<file path="config.mk">
export PLATFORM = sky130hd
export DESIGN_NAME = icache_tag_init_ctrl
export DESIGN_NICKNAME = d
export VERILOG_FILES = /design/src/rtl/icache_tag_init_pkg.sv /design/src/rtl/icache_tag_init_ctrl.sv
export SDC_FILE = /design/constraint.sdc
export NUM_CORES = 1
export LEC_CHECK = 0
export CAP_MARGIN = 20
export CORE_ASPECT_RATIO = 1.1
export CORE_MARGIN = 5
export CORE_UTILIZATION = 37
export CTS_BUF_LIST = sky130_fd_sc_hd__clkbuf_8
export DETAILED_ROUTE_END_ITERATION = 8
export PLACE_DENSITY = 0.88
export SYNTH_ARGS = -nofsm -noshare
export SYNTH_HDL_FRONTEND = slang
export SYNTH_SLANG_ARGS = --single-unit
</file>
<file path="constraint.sdc">
create_clock -name clk_i -period 3.2 [get_ports clk_i]
set_clock_uncertainty 0.05 [all_clocks]
set_input_delay 0.64 -clock clk_i [delete_from_list [all_inputs] [get_ports clk_i]]
set_output_delay 0.64 -clock clk_i [all_outputs]
set_load 0.05 [all_outputs]
</file>
<file path="src/rtl/icache_tag_init_pkg.sv">
// Shared types and helpers for the icache tag-SRAM init/flush controller.
package icache_tag_init_pkg;

  typedef enum logic [1:0] {
    ST_INIT  = 2'd0,
    ST_IDLE  = 2'd1,
    ST_FLUSH = 2'd2
  } tag_state_e;

  // Number of byte lanes needed to cover a data word of the given width.
  function automatic int unsigned be_width(input int unsigned dw);
    return (dw + 7) / 8;
  endfunction

endpackage

</file>
<file path="src/rtl/icache_tag_init_ctrl.sv">
// Icache tag-SRAM controller: clears every tag entry after reset (INIT) and on
// request (FLUSH), and forwards cache-controller lookups to the single-port SRAM
// whenever no sweep is running or pending.
module icache_tag_init_ctrl
  import icache_tag_init_pkg::*;
#(
  parameter int unsigned NumWords  = 128,
  parameter int unsigned DataWidth = 8,
  localparam int unsigned AddrW    = $clog2(NumWords),
  localparam int unsigned BeW      = be_width(DataWidth)
) (
  input  logic                 clk_i,
  input  logic                 rst_i,
  input  logic                 flush_req_i,
  output logic                 flush_ack_o,
  output logic                 busy_o,
  input  logic                 lookup_req_i,
  input  logic                 lookup_we_i,
  input  logic [AddrW-1:0]     lookup_addr_i,
  input  logic [DataWidth-1:0] lookup_wdata_i,
  output logic                 lookup_gnt_o,
  output logic                 lookup_rvalid_o,
  output logic [DataWidth-1:0] lookup_rdata_o,
  output logic                 sram_req_o,
  output logic                 sram_we_o,
  output logic [AddrW-1:0]     sram_addr_o,
  output logic [DataWidth-1:0] sram_wdata_o,
  output logic [BeW-1:0]       sram_be_o,
  input  logic [DataWidth-1:0] sram_rdata_i
);

  localparam logic [AddrW-1:0] LastIdx = AddrW'(NumWords - 1);

  tag_state_e       state_q;
  logic [AddrW-1:0] cnt_q;
  logic             rvalid_q;
  logic             flush_ack_q;

  logic sweep;
  logic flush_pend;
  logic gnt;

  // A request already acknowledged this cycle must not restart a sweep.
  assign sweep      = (state_q != ST_IDLE);
  assign flush_pend = flush_req_i & ~flush_ack_q;
  assign gnt        = lookup_req_i & (state_q == ST_IDLE) & ~flush_pend;

  // Sweep/lookup control: counter walks every entry once per sweep; a flush
  // pending at the end of INIT chains straight into FLUSH with no idle gap.
  always_ff @(posedge clk_i or posedge rst_i) begin
    if (rst_i) begin
      state_q     <= ST_INIT;
      cnt_q       <= '0;
      rvalid_q    <= 1'b0;
      flush_ack_q <= 1'b0;
    end else begin
      flush_ack_q <= 1'b0;
      rvalid_q    <= gnt & ~lookup_we_i;
      unique case (state_q)
        ST_INIT, ST_FLUSH: begin
          cnt_q <= cnt_q + AddrW'(1);
          if (cnt_q == LastIdx) begin
            if (state_q == ST_INIT && flush_req_i) begin
              state_q <= ST_FLUSH;
            end else begin
              state_q     <= ST_IDLE;
              flush_ack_q <= (state_q == ST_FLUSH);
            end
          end
        end
        ST_IDLE: begin
          if (flush_pend) state_q <= ST_FLUSH;
        end
        default: state_q <= ST_INIT;
      endcase
    end
  end

  assign busy_o          = sweep;
  assign flush_ack_o     = flush_ack_q;
  assign lookup_gnt_o    = gnt;
  assign lookup_rvalid_o = rvalid_q;
  assign lookup_rdata_o  = rvalid_q ? sram_rdata_i : '0;

  // SRAM port muxing: sweeps write zeros to cnt, otherwise pass the lookup.
  // The request is gated by reset so nothing is written while it is held.
  assign sram_req_o   = (sweep & ~rst_i) | gnt;
  assign sram_we_o    = sweep ? 1'b1 : lookup_we_i;
  assign sram_addr_o  = sweep ? cnt_q : lookup_addr_i;
  assign sram_wdata_o = sweep ? '0 : lookup_wdata_i;
  assign sram_be_o    = '1;

endmodule

</file>
== Word-level counts from Yosys, hierarchy flattened ==
Index checks and enable logic that the tools add are counted.

* Register bits after elaboration: 11
* Input bits: 28
* Output and inout port bits: 30

* Add/sub/neg operators: 1
* Equal/unequal tests: 6
* Multiplexer cells: 11
* Bitwise logic cells: 10
* Reduce and logical (&&, ||, !) cells: 4

{| class="wikitable"
|+ Operator list
! cell !! count
|-
| $mux 8 || 2
|-
| $add 7x1->7 const B || 1
|-
| $eq 7x7->1 const B || 1
|-
| $mux 7 || 1
|-
| $mux 2 || 3
|-
| $and 1x1->1 || 5
|-
| $mux 1 || 4
|-
| $ne 2x2->1 const B || 2
|-
| $not 1->1 || 4
|-
| $pmux 2 s2 || 1
|-
| $eq 2x1->1 const B || 1
|-
| $eq 2x2->1 const B || 1
|-
| $logic_not 2->1 || 1
|-
| $ne 2x1->1 const B || 1
|-
| $reduce_and 2->1 || 1
|-
| $reduce_or 2->1 || 1
|-
| $logic_and 1x1->1 || 1
|-
| $or 1x1->1 || 1
|}

== Logic depth before layout (Yosys ltp) ==
* Depth after elaboration: 5
* Gate-level depth with buffers: 6

== Least setup slack after synthesis ==
Ideal clock, no wire load.

* Kind: register to output
* From: register state_q[0]
* To: output port sram_req_o
* Arrival: 1.585 ns
* Required time: 2.510 ns
* Slack: 0.925 ns
* Cell stages (with the launch flop): 6
* Path buffers: 3
* Path through: dfrtp_1 -> buf_4 -> nor2b_4 -> buf_6 -> buf_6 -> o21ai_1

* Cells in the longest elaborated chain, start to end: 4
* Elaborated cells on any way between the ends: 6
* Those cells by class: eq/ne: 2; bitwise: 4

{| class="wikitable"
|+ RTL lines
! item !! line !! RTL
|-
| start: declaration || icache_tag_init_ctrl.sv:34 || <nowiki>tag_state_e state_q;</nowiki>
|-
| start signal: assignment || icache_tag_init_ctrl.sv:52 || <nowiki>state_q <= ST_INIT;</nowiki>
|-
| start signal: assignment || icache_tag_init_ctrl.sv:64 || <nowiki>state_q <= ST_FLUSH;</nowiki>
|-
| start signal: assignment || icache_tag_init_ctrl.sv:66 || <nowiki>state_q <= ST_IDLE;</nowiki>
|-
| $eq 2x1->1 || icache_tag_init_ctrl.sv:46 || <nowiki>assign gnt = lookup_req_i & (state_q == ST_IDLE) & ~flush_pend;</nowiki>
|-
| $and 1x1->1 (2 in series) || icache_tag_init_ctrl.sv:46 ||
|-
| $or 1x1->1 (*) || icache_tag_init_ctrl.sv:87 || <nowiki>assign sram_req_o = (sweep & ~rst_i) | gnt;</nowiki>
|-
| end: declaration || icache_tag_init_ctrl.sv:24 || <nowiki>output logic sram_req_o,</nowiki>
|}

Every way passes the cells marked *; elsewhere a longest branch is shown, timed or not.

== Worst setup path in the final report ==
* From: register state_q[0]
* To: output port sram_wdata_o[5]

* Cells in the longest elaborated chain, start to end: 2

{| class="wikitable"
|+ RTL lines
! item !! line !! RTL
|-
| $ne 2x1->1 || icache_tag_init_ctrl.sv:44 || <nowiki>assign sweep = (state_q != ST_IDLE);</nowiki>
|-
| $mux 8 || icache_tag_init_ctrl.sv:90 || <nowiki>assign sram_wdata_o = sweep ? '0 : lookup_wdata_i;</nowiki>
|-
| end: declaration || icache_tag_init_ctrl.sv:27 || <nowiki>output logic [DataWidth-1:0] sram_wdata_o,</nowiki>
|}

No other way between the ends.

==> flow_summary_export.csv <==
group,metric,value,unit
outcome,status,"finished, final reports clean",
finish,syn2layout_area_growth,80.2,%
grt,grt_overflow,0,
floorplan,start_util,0.381,
sta,tightest_slew,548,ps
yosys,synth_fp_nets,118,
finish,nNetsFinal,175,
critical_path,reg2reg_depth,4,
critical_path,crit_fanout,20,
sta,clock.fmax,0.338,GHz
floorplan,die-width,52.8,um
clock_network,postCtsHoldBufs,0,
yosys,synth_top_area_cell,"dfrtp_1",
critical_path,crit_chain,"nor2b_4 > and2_1 > clkdlybuf4s50_1",
critical_path,crit_required,2510,ps
clock_network,numCtsBuffers,3,
finish,multi_input_area,415,um^2
clock_network,cts_max_level,1,
floorplan,die_y,57.1,um
clock_network,clock_latency,240,ps
route,vias,804,
sta,totalNegativeSetupSlack,0,ps
yosys,synthXorXnorAreaFrac,0.0705,
critical_path,cp-endpoint,"sram_wdata_o[5]",
critical_path,rr_startpoint,"state_q[0]",
sta,slew_headroom,0.633,
yosys,syn_area_per_cell,8.38,um^2
finish,final_common_cell,"clkdlybuf4s50_1",
finish,diodes,0,
finish,layout.cells.non_filler,173,
grt,grt_pass1_vias,748,
sta,final-setup-viol-count,0,
route,detail_route.vias_per_cell,4.65,
route,drc_errors,0,
critical_path,path_class,"register to output pin",
sta,hold_viol,0,
floorplan,die-area,0.00301,mm^2
clock_network,clockBufferDepth,2,
yosys,synth_top_family_by_area,"simple AND/OR/NAND/NOR gates",
yosys,syn_inst,89,
yosys,synth_top_area_share,0.369,
critical_path,r2r_end,"state_q[1]",
floorplan,ios,58,
finish,ff_latch_area,275,um^2
sta,slew_viol_final,0,
yosys,yosys.area_share.simple,0.406,
route,wirelength,2570,um
clock_network,clockRootBuffer,"clkbuf_8",
pwr,p_sw_frac,0.447,
finish,layout_common_cells,"clkdlybuf4s50_1, nand2_1, and2_1",
critical_path,cp-startpoint,"state_q[0]",
clock_network,cts_tree,"built",
pwr,post-layout-total-power,0.788,mW
route,drt-wirelength-per-cell,14.9,um
pwr,combinationalPowerShare,0.517,
pwr,p_int,0.436,mW
finish,layout-drive-gt1-share,0.0690,
yosys,synth-seq-cells,11,
placement,place_inst,169,
clock_network,post_cts_resized,0,
clock_network,cts.sinks,11,
critical_path,rrSetupSlack,1680,ps
yosys,ys_types,26,
critical_path,start_kind,"register",
pwr,ir_drop,508,uV
yosys,ys_top_cells_by_area,"dfrtp_1, and2_1, nand2_1, xnor2_1, buf_6",
yosys,synth-compound-area-share,0.0436,
yosys,syn-cell-area,746,um^2
pwr,p_switching,0.352,mW
sta,final.min_clock_period,2960,ps
grt,grt_pass1_wl,3800,um
pwr,seqPwrFrac,0.307,
worst_hold_path,hp-class,"register to register",
pwr,power_per_cell_area,586,mW/mm^2
yosys,muxShareOfSynthArea,0.0151,
sta,fin_crit_sh,0.924,
run,max_cap_violations,0,
placement,hpwl,2080,um
yosys,yosys_warnings,0,
placement,io_buffers,56,
route,antenna_left,0,
yosys,synthAdderAreaFrac,0.0168,
floorplan,core,0.00196,mm^2
sta,whs,456,ps
grt,antenna_found_initial,0,
placement,gp_congestion,0.810,
grt,track_usage,0.172,
critical_path,cp-end-kind,"output pin",
critical_path,cp_slowest_stage_delay,830,ps
sta,rsz0062_at_grt,"no",
grt,grt_max_degree,21,
yosys,ys_seq_area_frac,0.369,
critical_path,arrival,2270,ps
clock_network,path_clk_slew,50,ps
floorplan,fp-row-count,17,
critical_path,critical-path-slowest-cell,"clkdlybuf4s50_1",
pwr,p_clk_frac,0.176,
clock_network,post-cts-setup-buffer-count,0,
route,drtIter0Drc,5,
pwr,leakagePower,0.576,nW
route,dr.pass1.iters,4,
finish,fill_cells,173,
[power by group through the flow]
stage                     registers [mW]  logic [mW]  clock network [mW]
after floorplan                    0.227       0.276                   0
after global placement             0.237       0.402                   0
after detailed placement           0.243       0.408                   0
after CTS                          0.243       0.412               0.143
after global routing               0.250       0.435               0.152
final                              0.242       0.407               0.139
[kinds of logic (layout without fill, tap and decap cells)]
group           count (synthesis)  after routing
flops                          11             11
simple gates                   56             56
xor+xnor                        6              6
buf+inv                         8             64
other cells                     1              1
compound gates                  5              5
fa+ha+maj                       1              1
mux                             1              1
[routing by layer]
metal  track usage  up-vias  wire [um]
met5             0        -          0
met4        0.0657        0         31
met3        0.0836        3        377
met1         0.190      364        986
met2         0.282       46       1180
li1              -      391          -
[state kept, by name, indices dropped and copies added (netlist names)]
| register | cells |
|---|---|
| flush_ack_o | 1 |
| lookup_rvalid_o | 1 |
| cnt_q | 7 |
| state_q | 2 |
[metrics by stage]
step           setup slack [ps]  cell area (um^2)   util
2_1_floorplan               925               746      -
3_3_place_gp                441              1300  0.664
3_5_place_dp                436              1300  0.664
4_1_cts                     253              1340  0.687
5_1_grt                     155              1340  0.687
6_report                    244              1340  0.687
[critical path: cells and delay by family, from the launching register on]
family / cells / cell delay (ps)
buf+inv: 1 / 830
flops: 1 / 530
simple gates: 2 / 650
[cells in the mapped netlist]
cell type and number:
nand2_1 25, and2_1 16, dfrtp_1 11, xnor2_1 5, inv_1 3, nand2b_1 3, nand3_1 3, buf_4 2
buf_6 2, nor2_1 2, nor2b_1 2, a21oi_1 1, a2bb2oi_1 1, and4_4 1, conb_1 1, ha_1 1
inv_4 1, mux2_2 1, nand4_1 1, nand4b_1 1, nor2b_4 1, nor4b_2 1, o21ai_0 1, o21ai_1 1
o311ai_0 1, xor2_1 1
[how the worst min path moves through the flow]
stage,startpoint,to,slack (ps),cells past startpoint
CTS,cnt_q[5],cnt_q[5],460,1
global placement,cnt_q[5],cnt_q[5],430,1
global route,cnt_q[5],cnt_q[5],490,1
finish,cnt_q[5],cnt_q[5],460,1
floorplan,cnt_q[5],cnt_q[5],410,1
detailed placement,cnt_q[5],cnt_q[5],450,1
[area by class of cell]
class	count	share of cell area
inverters	4	0.0130
multi-input cells	70	0.309
flip-flops and latches	11	0.205
clock inverters	1	0.00279
clock buffers	3	0.0307
repair buffers	56	0.413
well taps	28	0.0261
Note: power is estimated with default switching activity, not from simulation.
